### src/rtl/lc4_dmem_arbiter.sv
// Two-port LC4 data-memory arbiter: p0 has priority, p1 may lock for one extra period.
// Define DMEM_ARB_STARVE_EN to add the p1 starvation override after MAX_WAIT lost periods.
module lc4_dmem_arbiter #(
  parameter int WORD_SIZE = 256,
  parameter int ADDR_BITS = 5,
  parameter int MAX_WAIT  = 8
) (
  input  logic                 clk,
  input  logic                 rst,
  input  logic                 gwe,
  input  logic                 p0_req,
  input  logic                 p1_req,
  input  logic                 p0_we,
  input  logic                 p1_we,
  input  logic [ADDR_BITS-1:0] p0_addr,
  input  logic [ADDR_BITS-1:0] p1_addr,
  input  logic [WORD_SIZE-1:0] p0_wdata,
  input  logic [WORD_SIZE-1:0] p1_wdata,
  input  logic                 p1_lock,
  output logic                 p0_gnt,
  output logic                 p1_gnt,
  output logic                 p0_rvalid,
  output logic                 p1_rvalid,
  output logic [WORD_SIZE-1:0] rdata,
  output logic [ADDR_BITS-1:0] o_dmem_raddr,
  output logic [ADDR_BITS-1:0] o_dmem_waddr,
  output logic [WORD_SIZE-1:0] o_dmem_towrite,
  output logic                 o_dmem_we,
  input  logic [WORD_SIZE-1:0] i_dmem_data
);

  typedef enum logic [1:0] {IDLE, G0, G1, G1_LOCK} state_t;

  state_t               state, state_nxt;
  logic [ADDR_BITS-1:0] addr_r;
  logic                 we_r;
  logic [WORD_SIZE-1:0] wdata_r;
  logic                 starve;

`ifdef DMEM_ARB_STARVE_EN
  localparam int CW = $clog2(MAX_WAIT + 1);
  localparam logic [CW-1:0] MAX_W = CW'(MAX_WAIT);
  logic [CW-1:0] wait_cnt;

  assign starve = p1_req && (wait_cnt >= MAX_W);

  // Counts gwe periods p1 spent waiting behind p0; saturates at MAX_WAIT.
  always_ff @(posedge clk) begin
    if (rst) begin
      wait_cnt <= '0;
    end else if (gwe) begin
      if (!p1_req || state_nxt == G1 || state_nxt == G1_LOCK) begin
        wait_cnt <= '0;
      end else if (state_nxt == G0 && wait_cnt < MAX_W) begin
        wait_cnt <= wait_cnt + CW'(1);
      end
    end
  end
`else
  assign starve = 1'b0;
`endif

  always_comb begin
    state_nxt = state;
    if (gwe) begin
      if (state == G1 && p1_lock) begin
        state_nxt = G1_LOCK;
      end else if (starve) begin
        state_nxt = G1;
      end else if (p0_req) begin
        state_nxt = G0;
      end else if (p1_req) begin
        state_nxt = G1;
      end else begin
        state_nxt = IDLE;
      end
    end
  end

  always_ff @(posedge clk) begin
    if (rst) begin
      state     <= IDLE;
      addr_r    <= '0;
      we_r      <= 1'b0;
      wdata_r   <= '0;
      rdata     <= '0;
      p0_rvalid <= 1'b0;
      p1_rvalid <= 1'b0;
    end else begin
      // rvalid is a single-clk pulse after the gwe edge that closes a read period.
      p0_rvalid <= gwe && (state == G0) && !we_r;
      p1_rvalid <= gwe && (state == G1 || state == G1_LOCK) && !we_r;
      if (gwe) begin
        state <= state_nxt;
        if (state != IDLE && !we_r) begin
          rdata <= i_dmem_data;
        end
        case (state_nxt)
          G0: begin
            addr_r  <= p0_addr;
            we_r    <= p0_we;
            wdata_r <= p0_wdata;
          end
          G1, G1_LOCK: begin
            addr_r  <= p1_addr;
            we_r    <= p1_we;
            wdata_r <= p1_wdata;
          end
          default: begin
            addr_r  <= '0;
            we_r    <= 1'b0;
            wdata_r <= '0;
          end
        endcase
      end
    end
  end

  assign p0_gnt         = (state == G0);
  assign p1_gnt         = (state == G1) || (state == G1_LOCK);
  assign o_dmem_raddr   = addr_r;
  assign o_dmem_waddr   = addr_r;
  assign o_dmem_towrite = wdata_r;
  assign o_dmem_we      = we_r && (state != IDLE);

endmodule

### config.mk
export PLATFORM = sky130hd
export DESIGN_NAME = lc4_dmem_arbiter
export DESIGN_NICKNAME = d
export VERILOG_FILES = /design/src/rtl/lc4_dmem_arbiter.sv
export SDC_FILE = /design/constraint.sdc
export NUM_CORES = 1
export LEC_CHECK = 0
export CORE_AREA = 2 2 516 518
export CTS_CLUSTER_SIZE = 30
export DETAILED_ROUTE_END_ITERATION = 10
export DIE_AREA = 0 0 518 520
export PLACE_DENSITY_LB_ADDON = 0.05
export SYNTH_ARGS = -nofsm -noshare
export SYNTH_HDL_FRONTEND = slang
export SYNTH_SLANG_ARGS = --single-unit
### constraint.sdc
create_clock -name clk -period 4.05 [get_ports clk]
set_clock_uncertainty 0.05 [all_clocks]
set_input_delay 0.81 -clock clk [delete_from_list [all_inputs] [get_ports clk]]
set_output_delay 0.81 -clock clk [all_outputs]
set_load 0.02 [all_outputs]
==> impl_metrics.env <==
export IMPL_status="completed"
export IMPL_syn2layout_area_growth_pct=92.1
export IMPL_rsz0062_at_grt="false"
export IMPL_io_pins=1313
export IMPL_core_area_um2=264000
export IMPL_synth_area_mux_share=0
export IMPL_crit_path_max_incr_delay_ps=720
export IMPL_path_cells="or2_4 > and2_1 > clkdlybuf4s50_1"
export IMPL_final_util=0.159
export IMPL_fin_nets=4628
export IMPL_synthCells=2708
export IMPL_synthXorXnorAreaFrac=0
export IMPL_dr_pass1_iters=5
export IMPL_ys_seq_area_frac=0.479
export IMPL_initial_utilization=0.0827
export IMPL_synthSimpleGateAreaFrac=0.168
export IMPL_maxCapViolations=0
export IMPL_postCtsResizedCells=0
export IMPL_maxSlewViolCount=0
export IMPL_antenna_left=0
export IMPL_rows=189
export IMPL_synthesis_area_um2=21800
export IMPL_clock_latency_ps=710
export IMPL_post_cts_repair_setup_buffers=0
export IMPL_power_leakage_uw=0.0133
export IMPL_max_slew_margin=0.336
export IMPL_via_count=26500
export IMPL_irDropWorstVdd_mv=0.286
export IMPL_routedWlPerCell_um=26.2
export IMPL_n_fill_cell=30100
export IMPL_synth_fa_ha_area_frac=0
export IMPL_grt_max_degree=129
export IMPL_grt_pass1_vias=27400
export IMPL_critPathKind="flop to primary output"
export IMPL_drive_gt1_frac=0.0568
export IMPL_synthFlopType="dfxtp_1"
export IMPL_gp_congestion=0.752
export IMPL_synth_area_per_cell_um2=8.06
export IMPL_cp_max_fo=8
export IMPL_worst_pin_slew_ps=996
export IMPL_cpMaxStageDelayCell="clkdlybuf4s50_1"
export IMPL_post_route_period_util=0.813
export IMPL_fp_dieH_um=520
export IMPL_p_per_area_nw_per_um2=406
export IMPL_min_period_ps=3290
export IMPL_mostFrequentLayoutCells="1309 x clkdlybuf4s50_1, 522 x dfxtp_1, 518 x nand3_1"
export IMPL_drt_iter0_drc=1200
export IMPL_cp_required_ps=3190
export IMPL_min_path_type="flop to flop"
export IMPL_final_common_cell="clkdlybuf4s50_1"
export IMPL_port_buffers=1312
export IMPL_tritoncts_num_buffers=87
export IMPL_grt_overflow=0
export IMPL_grt_antenna_before_repair=117
export IMPL_ys_warn_count=0
export IMPL_cts_hold_buf=0
export IMPL_die_width_um=518
export IMPL_synth_seq_cells=522
export IMPL_grtUsageTotal=0.139
export IMPL_synth_distinct_cells=21
export IMPL_final_seq_area_um2=10500
export IMPL_p_int_uw=11700
export IMPL_clk_pin_slew_ps=50
export IMPL_grt_pass1_wl_um=260000
export IMPL_setup_viol=0
export IMPL_drt_wl_total_um=196000
export IMPL_synth_nets=3494
export IMPL_drc=0
export IMPL_post_drt_via_cell_ratio=3.55
export IMPL_worstSetupStartpointType="flop"
export IMPL_max_freq_mhz=304
export IMPL_clkPwrFrac=0.461
export IMPL_synth_top_family_by_area="compound AO/OA/AOI/OAI gates"
export IMPL_async_flop_share=0
export IMPL_switching_share=0.314
export IMPL_cts_buffer_depth=3
export IMPL_synth_compound_area_share=0.283
export IMPL_seqPwrFrac=0.332
export IMPL_tritoncts="built"
export IMPL_tns_ps=0
export IMPL_p_sw_uw=5340
export IMPL_root_buffer="clkbuf_16"
export IMPL_multi_input_area_um2=9880
export IMPL_dieArea_um2=269000
export IMPL_dp_hpwl_um=145000
export IMPL_worst_ep_arrival_time_ps=2430
export IMPL_synth_edf_count=0
export IMPL_timing_hold_violations_final=0
export IMPL_comb_power_share=0.208
export IMPL_end_kind="primary output"
export IMPL_cts_max_level=3
export IMPL_cts_sinks=522
## worst max-delay path, delay by kind of cell, from the launching register on
kind | cells | cell delay [ps]
buffers and inverters | 1 | 720
and+or+nand+nor | 2 | 460
DFF | 1 | 550
## per-stage QoR
stage	setup WS, ps	area [um^2]	total power (uW)	hold slack (ps)	instances
after global placement	1020	38900	9430	412	7286
after global routing	540	41900	18000	388	7458
after CTS	493	41800	17700	324	7442
final	756	41900	17000	422	7476
after floorplan	1900	21800	7090	427	2708
after detailed placement	1050	38900	9410	416	7286
## path summary, 6_finish.rpt
path	from	to	slack, ps	cells after the start
max	state[1]	o_dmem_we	760	3
min	rdata[235]	rdata[235]	420	2
max reg2reg	state[1]	rdata[68]	1840	4
min reg2reg	rdata[235]	rdata[235]	420	2
## kinds of logic (layout without fill, tap and decap cells)
| kind of cell | after synthesis | after routing |
|---|---|---|
| compound gates | 1038 | 1038 |
| simple gates | 795 | 795 |
| flops | 522 | 522 |
| buf+inv | 353 | 1554 |
| other cells | 0 | 34 |
## final cells by class
type                            instances  share of cell area
Clock buffer                          136              0.0614
Clock inverter                         20             0.00758
Tap cell                             3533               0.105
Timing Repair Buffer                 1398               0.339
Antenna cell                           34             0.00203
Sequential cell                       522               0.249
Multi-Input combinational cell       1833               0.236
## cells in the mapped netlist, types with 2 or more instances
cell,n,area [um^2]
nor2_1,267,1000
buf_2,112,561
o21ai_0,405,2030
nor2b_1,2,12.5
a211oi_1,2,15.0
nor3b_1,2,15.0
a311oi_1,262,2290
a21oi_1,256,1280
buf_1,4,15.0
dfxtp_1,522,10500
clkbuf_1,223,837
nand3_1,518,2590
buf_4,13,97.6
o21ai_1,113,566
## flip-flops by register name (all words and copies together) (netlist names)
| name | cells |
|---|---|
| o_dmem_towrite | 256 |
| rdata | 256 |
| o_dmem_raddr | 5 |
| state | 2 |
| p0_rvalid | 1 |
| p1_rvalid | 1 |
| we_r | 1 |
## power groups by stage
stage	sequential, uW	combinational (uW)	clock (uW)
6_report	5650	3540	7850
5_1_grt	5690	3820	8470
4_1_cts	5660	3670	8390
3_5_place_dp	5760	3650	0
3_3_place_gp	5760	3670	0
2_1_floorplan	6100	991	0
## per-layer routing
metal	up-vias	global-route usage	part of all wire
li1	12300	-	-
met3	321	0.0771	0.11
met4	114	0.0395	0.025
met2	1101	0.232	0.47
met1	12700	0.151	0.39
met5	-	0.00386	0.0038
Power figures use the tool's default switching activity.
